<file path="config.mk">
export PLATFORM = sky130hd
export DESIGN_NAME = tx_hex_printer
export DESIGN_NICKNAME = d
export VERILOG_FILES = /design/src/rtl/tx_hex_printer.sv
export SDC_FILE = /design/constraint.sdc
export NUM_CORES = 1
export LEC_CHECK = 0
export CORE_MARGIN = 2
export CORE_UTILIZATION = 43
export DETAILED_ROUTE_END_ITERATION = 7
export PLACE_DENSITY = 0.69
export SYNTH_ARGS = -nofsm -noshare
export SYNTH_HDL_FRONTEND = slang
export SYNTH_SLANG_ARGS = --single-unit
</file>
<file path="constraint.sdc">
create_clock -name clk -period 4.9 [get_ports clk]
set_input_delay 0.98 -clock clk [delete_from_list [all_inputs] [get_ports clk]]
set_output_delay 0.98 -clock clk [all_outputs]
set_load 0.01 [all_outputs]
</file>
<file path="src/rtl/tx_hex_printer.sv">
// Prints a latched WIDTH-bit value as "0x<hex digits>\n\r" into tx_pipe, one byte per push_back pulse.
// Optional macro TX_HEX_PRINTER_ZERO_SUPPRESS_EN drops leading zero digits (at least one digit is always printed).
module tx_hex_printer #(
    parameter int WIDTH = 32
) (
    input  logic             clk,
    input  logic             rst,
    input  logic             start,
    input  logic [WIDTH-1:0] value,
    output logic             busy,
    output logic             done,
    output logic             push_back,
    output logic [7:0]       data_out,
    input  logic             full
);

    localparam int NDIG = WIDTH / 4;
    localparam int CW   = $clog2(NDIG + 1);

    typedef enum logic [2:0] {
        S_IDLE,
        S_PFX0,
        S_PFX1,
        S_DIGIT,
        S_NL,
        S_CR,
        S_FIN
    } state_t;

    state_t           state_q, state_d;
    logic [WIDTH-1:0] sh_q, sh_d;
    logic [CW-1:0]    cnt_q, cnt_d;
    logic             busy_q, busy_d;
    logic             done_q, done_d;
    logic             push_q, push_d;
    logic [7:0]       data_q, data_d;

    logic [3:0]       nib;
    logic [7:0]       cur_char;
    logic             skip_now;

    function automatic logic [7:0] hex_char(input logic [3:0] n);
        if (n < 4'd10)
            return 8'h30 + {4'h0, n};
        else
            return 8'h37 + {4'h0, n};
    endfunction

    assign nib = sh_q[WIDTH-1 -: 4];

    always_comb begin
        cur_char = 8'h00;
        case (state_q)
            S_PFX0:  cur_char = 8'h30;
            S_PFX1:  cur_char = 8'h78;
            S_DIGIT: cur_char = hex_char(nib);
            S_NL:    cur_char = 8'h0A;
            S_CR:    cur_char = 8'h0D;
            default: cur_char = 8'h00;
        endcase
    end

`ifdef TX_HEX_PRINTER_ZERO_SUPPRESS_EN
    logic skip_q, skip_d;

    // Skipping only happens between pushes and never consumes the last digit.
    assign skip_now = skip_q && (state_q == S_DIGIT) && !push_q &&
                      (nib == 4'h0) && (cnt_q > CW'(1));
`else
    assign skip_now = 1'b0;
`endif

    always_comb begin
        state_d = state_q;
        sh_d    = sh_q;
        cnt_d   = cnt_q;
        busy_d  = busy_q;
        done_d  = 1'b0;
        push_d  = push_q;
        data_d  = data_q;
`ifdef TX_HEX_PRINTER_ZERO_SUPPRESS_EN
        skip_d  = skip_q;
`endif
        case (state_q)
            S_IDLE: begin
                if (start) begin
                    sh_d    = value;
                    cnt_d   = CW'(NDIG);
                    busy_d  = 1'b1;
                    state_d = S_PFX0;
                end
            end
            S_FIN: begin
                done_d  = 1'b1;
                busy_d  = 1'b0;
                state_d = S_IDLE;
            end
            default: begin
                if (skip_now) begin
                    sh_d  = sh_q << 4;
                    cnt_d = cnt_q - CW'(1);
                end else if (!push_q) begin
                    // Cycle A: issue a push only when tx_pipe has room.
                    if (!full) begin
                        push_d = 1'b1;
                        data_d = cur_char;
`ifdef TX_HEX_PRINTER_ZERO_SUPPRESS_EN
                        skip_d = 1'b0;
`endif
                    end
                end else begin
                    push_d = 1'b0;
                    case (state_q)
                        S_PFX0: state_d = S_PFX1;
                        S_PFX1: begin
                            state_d = S_DIGIT;
`ifdef TX_HEX_PRINTER_ZERO_SUPPRESS_EN
                            skip_d  = 1'b1;
`endif
                        end
                        S_DIGIT: begin
                            sh_d  = sh_q << 4;
                            cnt_d = cnt_q - CW'(1);
                            if (cnt_q == CW'(1))
                                state_d = S_NL;
                        end
                        S_NL:    state_d = S_CR;
                        S_CR:    state_d = S_FIN;
                        default: state_d = S_IDLE;
                    endcase
                end
            end
        endcase
    end

    always_ff @(posedge clk) begin
        if (rst) begin
            state_q <= S_IDLE;
            sh_q    <= '0;
            cnt_q   <= '0;
            busy_q  <= 1'b0;
            done_q  <= 1'b0;
            push_q  <= 1'b0;
            data_q  <= 8'h00;
`ifdef TX_HEX_PRINTER_ZERO_SUPPRESS_EN
            skip_q  <= 1'b0;
`endif
        end else begin
            state_q <= state_d;
            sh_q    <= sh_d;
            cnt_q   <= cnt_d;
            busy_q  <= busy_d;
            done_q  <= done_d;
            push_q  <= push_d;
            data_q  <= data_d;
`ifdef TX_HEX_PRINTER_ZERO_SUPPRESS_EN
            skip_q  <= skip_d;
`endif
        end
    end

    assign busy      = busy_q;
    assign done      = done_q;
    assign push_back = push_q;
    assign data_out  = data_q;

endmodule

</file>
== Word level (Yosys, flattened, before mapping) ==
Index checks and enable logic that the tools add are counted.
Storage, ports and cells
  input bits: 36
  register bits after elaboration: 50
  word-level logic and storage cells: 54
Cells by class
  add/sub/neg operators: 3
  multiplexer cells: 20
  equality and inequality tests: 9
  bitwise logic cells: 4
  order comparisons: 1
  reductions and logical operators: 10
Operators with widths (count)
  32-bit 2-to-1 mux: 3
  32-bit one-hot mux with 2 select lines: 1
  7-bit one-hot mux with 5 select lines: 1
  3-bit one-hot mux with 5 select lines: 1
  6-bit by 4-bit adder with 7-bit output (first input constant): 2
  4-bit 2-to-1 mux: 3
  3-bit == test (second input constant): 3
  3-bit 2-to-1 mux: 3
  4-bit one-hot mux with 2 select lines: 1
  7-bit 2-to-1 mux: 1
  3-bit by 2-bit == test with 1-bit output (second input constant): 2
  3-bit one-hot mux with 2 select lines: 1
  3-bit AND reduction: 2
  2-bit nonzero test: 3
  4-bit by 1-bit == test with 1-bit output (second input constant): 1
  4-bit < comparator (second input constant): 1
  1-bit 2-to-1 mux: 4
  4-bit by 2-bit != test with 1-bit output (second input constant): 1
  1-bit NOT: 4
  4-bit AND reduction: 1
  4-bit by 1-bit subtractor with 4-bit output (second input constant): 1
  3-bit by 1-bit == test with 1-bit output (second input constant): 1
  3-bit logical NOT: 1
  3-bit nonzero test: 1
  other kinds (4): 4

== Longest topological paths before layout ==
  depth in word-level cells: 5
  gate-level depth with buffers: 7
  mapped depth without buffers: 6

== Worst setup path before layout ==
OpenSTA, ideal clock, no wires.
  path kind: input port to flip-flop
  from: in start
  to: reg sh_q[30]
  buffers on the path: 3
  setup slack: 2680 ps
  stages on the path: 7
  setup time: 81 ps
  data required time: 4819 ps
  arrival: 2139 ps
  cell sequence: buf_4 or3b_4 a21oi_2 buf_6 buf_6 nor2_1 a211oi_2
On the way
  word-level cells in the longest chain between the ends: 2
RTL lines
  start: declaration: line 8  | input logic start,
  2-bit != test (no line)
  4-bit AND reduction (no line)
  end signal: assignment: line 139  | sh_q <= '0;
  end signal: assignment: line 150  | sh_q <= sh_d;
  end: declaration: line 31  | logic [WIDTH-1:0] sh_q, sh_d;
No other way between the ends.
A chain may end at the register's enable or synchronous reset.

== Worst setup path after layout ==
  from: in start
  to: reg sh_q[21]
Same word-level chain as after synthesis.

==> reports/results.txt <==
The run finished with clean final reports. Together, buffers and inverters on the worst path number 2. For the part of the Yosys area used for sequential elements, the log shows 0.398. For the total congestion overflow, the log shows 0. Summing all multi-input logic gate instances after layout gives 1320 um^2. The tools report the number of max-cap violations as 0.

The tools report the post-CTS resize count as 0. The power density over cell area was 471 nW/um^2; the wire length of the first global-routing pass was 8.09 mm. For this design the total switching power over the nets is 0.523 mW.

The clock sink count was 49. The share of the clock period used by the worst path after layout was 0.576. The path class of the tightest hold or removal check is flip-flop to flip-flop. The mean routed wirelength per cell is 13.2 um. For this design, the slowest cell found on the critical path is sky130_fd_sc_hd__clkdlybuf4s50_1. CTS placed an instance of sky130_fd_sc_hd__clkbuf_8 at the clock tree root.

In this run, synthesis inferred 0 flip-flops with an integrated enable. The peak fanout along the critical path was 56; the half-perimeter wire length of the detailed placement result was 3.22 mm. Setup total negative slack on the finished layout was measured at 0 ps. The data required time of the worst path was 5130 ps; the area added between synthesis and finish was 20.8%.

After synthesis the cells add up to 2470 um^2. Global-route met2 utilization: 0.242. The tools report the combinational group share of total power as 0.423.

On the worst path, the slowest cell contributes a delay of 620 ps. In the synthesized netlist, the number of instances is 261. For this run, design rule violations remaining after detail routing come to 0. The run gives 0 as the number of setup buffers added after CTS. The routing layer with the top usage in global route is met2. The detailed router finished its first iteration with 63 violations. The run gives 3050 ps as the arrival time of the worst setup path.

47 I/O pins were placed. Count of endpoints failing setup in the final report: 0. At the end of routability-driven placement, the weighted congestion stood at 0.793.

For the pin with the worst max-slew slack, the measured transition is 1090 ps. The post-detailed-routing wire length is 4.79 mm, and the CTS buffer count is 5. The H-tree depth is 2. The minimum clock period came out at 2820 ps. Counting distinct cell types in the post-synthesis netlist gives 39.

The flip-flop and latch count after synthesis was 49; the highest clock rate was 354 MHz. Count of hold-fix buffers inserted at cts: 0. The leakage power was 1.19 nW. The clock power share was 0.175. For the starting density of the core, the log shows 0.445.

The core utilization of the finished layout was 0.538. The startpoint-to-endpoint class of the critical path was input port to flip-flop. The number of port buffers is 45, and the total non-filler cell area in the finished layout is 2980 um^2.

The overall die height is 79.8 um. The floorplan has 27 rows. The detailed-router iteration count before antenna repair was 4. The number of nets handed over by synthesis was 300. The completed layout was analyzed and its total power is 1.40 mW. The worst setup path is captured at a flip-flop. The ratio of routed vias to standard cells is 5.25. Once detail routing completed, the nets flagged for antenna violations numbered 0. The core region is 5540 um^2.

TritonCTS built the clock tree. The number of buffers between clock root and the deepest sink is 2. The post-synthesis average cell area is 9.45 um^2. The run gives 57 as the pin count of the biggest net entering global routing. The run gives 0.270 as the relative slew slack.

For this run, the number of Yosys warnings is 0. Final hold analysis gives a worst-case slack of 461 ps. For this block, the via count after detailed routing is 1,907. The number of global-route vias before repair was 1,703. For this run, the leading register cell type out of synthesis is sky130_fd_sc_hd__dfxtp_1.

The number of antenna diodes in the final layout is 0. The layout cell share with drive strength beyond 1 came out at 0.120. IR analysis of the VDD net gives a maximum drop of 213 uV. The run gives 0.220 as the met1 track demand over resource in global routing. For the post-layout net count, the log shows 330.

The switching share of power came out at 0.373. The met3 demand-to-capacity share in global routing came out at 0.0407. For the total placed instance area, the log shows 2890 um^2.

The die covers 6360 um^2. STA classifies the critical path startpoint as an input port. The floorplan step set the die width to 79.8 um. The proportion of register bits with asynchronous set or reset after synthesis was 0; the proportion of power drawn by flip-flops and latches was 0.402. The run gives 5.04 ps as the clock tree skew after final layout.

Walking the worst path, the cells encountered are clkdlybuf4s50_1 > or3b_4 > a21oi_4 > buf_4 > nor2_1 > a211oi_2. The filler cells instantiated in the layout total 521. The total count of hold-check failures in the final report is 0. For the total area of sequential cells, the log shows 981 um^2.

Final number of max-transition violations: 0. The initial antenna violation count was 0. Cell internal power was estimated by the tool at 0.880 mW. On the critical path the largest part of the delay comes from buffers and inverters.

The clock input transition at the sequential cells of the worst setup and hold paths was 90 ps; the overall routing resource usage was 0.161. Setup repair after global routing left no endpoint under its margin. The tools report the clock latency reported for the late side of the worst-skew pair as 310 ps.
## cells in the mapped netlist (2+ instances only)
cell	number	area, um^2
sky130_fd_sc_hd__inv_1	10	37.5
sky130_fd_sc_hd__o31ai_1	3	22.5
sky130_fd_sc_hd__nand3b_1	4	30.0
sky130_fd_sc_hd__a211oi_1	13	97.6
sky130_fd_sc_hd__mux2i_1	30	300
sky130_fd_sc_hd__a211oi_2	21	263
sky130_fd_sc_hd__clkbuf_1	10	37.5
sky130_fd_sc_hd__a21oi_1	12	60.1
sky130_fd_sc_hd__nor2b_1	5	31.3
sky130_fd_sc_hd__a32oi_1	4	35.0
sky130_fd_sc_hd__buf_2	6	30.0
sky130_fd_sc_hd__nor3b_1	3	22.5
sky130_fd_sc_hd__nor3_1	5	25.0
sky130_fd_sc_hd__xnor2_1	3	26.3
sky130_fd_sc_hd__nor2_1	42	158
sky130_fd_sc_hd__dfxtp_1	49	981
sky130_fd_sc_hd__o21a_1	2	15.0
sky130_fd_sc_hd__buf_6	3	33.8
sky130_fd_sc_hd__nand2_1	7	26.3
sky130_fd_sc_hd__buf_4	6	45.0
sky130_fd_sc_hd__a21o_1	3	22.5
sky130_fd_sc_hd__ha_1	3	37.5
## per-stage QoR
step                cells  setup slack (ps)
CTS                   363              2080
detailed placement    356              1760
finish                363              2080
floorplan             261              2680
global route          363              1920
global placement      356              1810
## power groups by stage
stage | logic (mW) | registers (mW) | clock network, mW
final | 0.594 | 0.563 | 0.246
after global routing | 0.654 | 0.580 | 0.270
after CTS | 0.601 | 0.563 | 0.256
after detailed placement | 0.597 | 0.572 | 0
after global placement | 0.590 | 0.571 | 0
after floorplan | 0.523 | 0.542 | 0
## placed cells by master, fill, tap and decap left out, types with 2 or more instances in the layout
master                             n
sky130_fd_sc_hd__mux2i_1          30
sky130_fd_sc_hd__nor3b_1           3
sky130_fd_sc_hd__nor2_1           42
sky130_fd_sc_hd__dfxtp_1          49
sky130_fd_sc_hd__nor3_1            4
sky130_fd_sc_hd__a32oi_1           4
sky130_fd_sc_hd__ha_1              3
sky130_fd_sc_hd__buf_4             3
sky130_fd_sc_hd__clkdlybuf4s50_1  44
sky130_fd_sc_hd__a211oi_1         13
sky130_fd_sc_hd__nand2_1           7
sky130_fd_sc_hd__a211oi_2         21
sky130_fd_sc_hd__xnor2_1           3
sky130_fd_sc_hd__a21oi_1          12
sky130_fd_sc_hd__clkbuf_8          6
sky130_fd_sc_hd__inv_1            10
sky130_fd_sc_hd__nand3b_1          4
sky130_fd_sc_hd__o21a_1            2
sky130_fd_sc_hd__o31ai_1           3
sky130_fd_sc_hd__nor2b_1           5
sky130_fd_sc_hd__a21o_1            3
## final timing paths
path | start | to | slack (ps) | cells past startpoint
min | data_out[6] | data_out[6] | 460 | 2
min reg2reg | data_out[6] | data_out[6] | 460 | 2
max | start | sh_q[21] | 2080 | 6
max reg2reg | state_q[0] | sh_q[21] | 2800 | 5
## metal layers
metal | wire (um) | up-vias
li1 | - | 991
met1 | 2360 | 870
met2 | 2120 | 41
met3 | 225 | 5
met4 | 73 | 0
met5 | 0 | -
## state kept, by name (all words and copies together), names as in the netlist
signal     flops
data_out       7
state_q        3
busy           1
sh_q          32
push_back      1
done           1
cnt_q          4
## kinds of logic (layout without fill, tap and decap cells)
group	count (synthesis)	in the layout	share of synthesized area
AOI/OAI and AO/OA	68	68	0.241
buffers and inverters	35	65	0.0745
muxes	30	30	0.122
other	1	1	0.00152
and+or+nand+nor	71	71	0.134
DFF	49	49	0.398
adders and majority gates	3	3	0.0152
xor gates and xnor gates	4	4	0.0142
## worst min-delay path, cell delays in order (launching register included)
cell and delay, ps:
sky130_fd_sc_hd__dfxtp_1 320, sky130_fd_sc_hd__nand2_1 50, sky130_fd_sc_hd__a21oi_1 50
## area by class of cell
cell class | count | area share
Sequential cell | 49 | 0.329
Tap cell | 72 | 0.0302
Inverter | 10 | 0.0126
Clock inverter | 1 | 0.00252
Clock buffer | 6 | 0.0277
Multi-Input combinational cell | 177 | 0.441
Timing Repair Buffer | 48 | 0.157
Power figures use the tool's default switching activity.
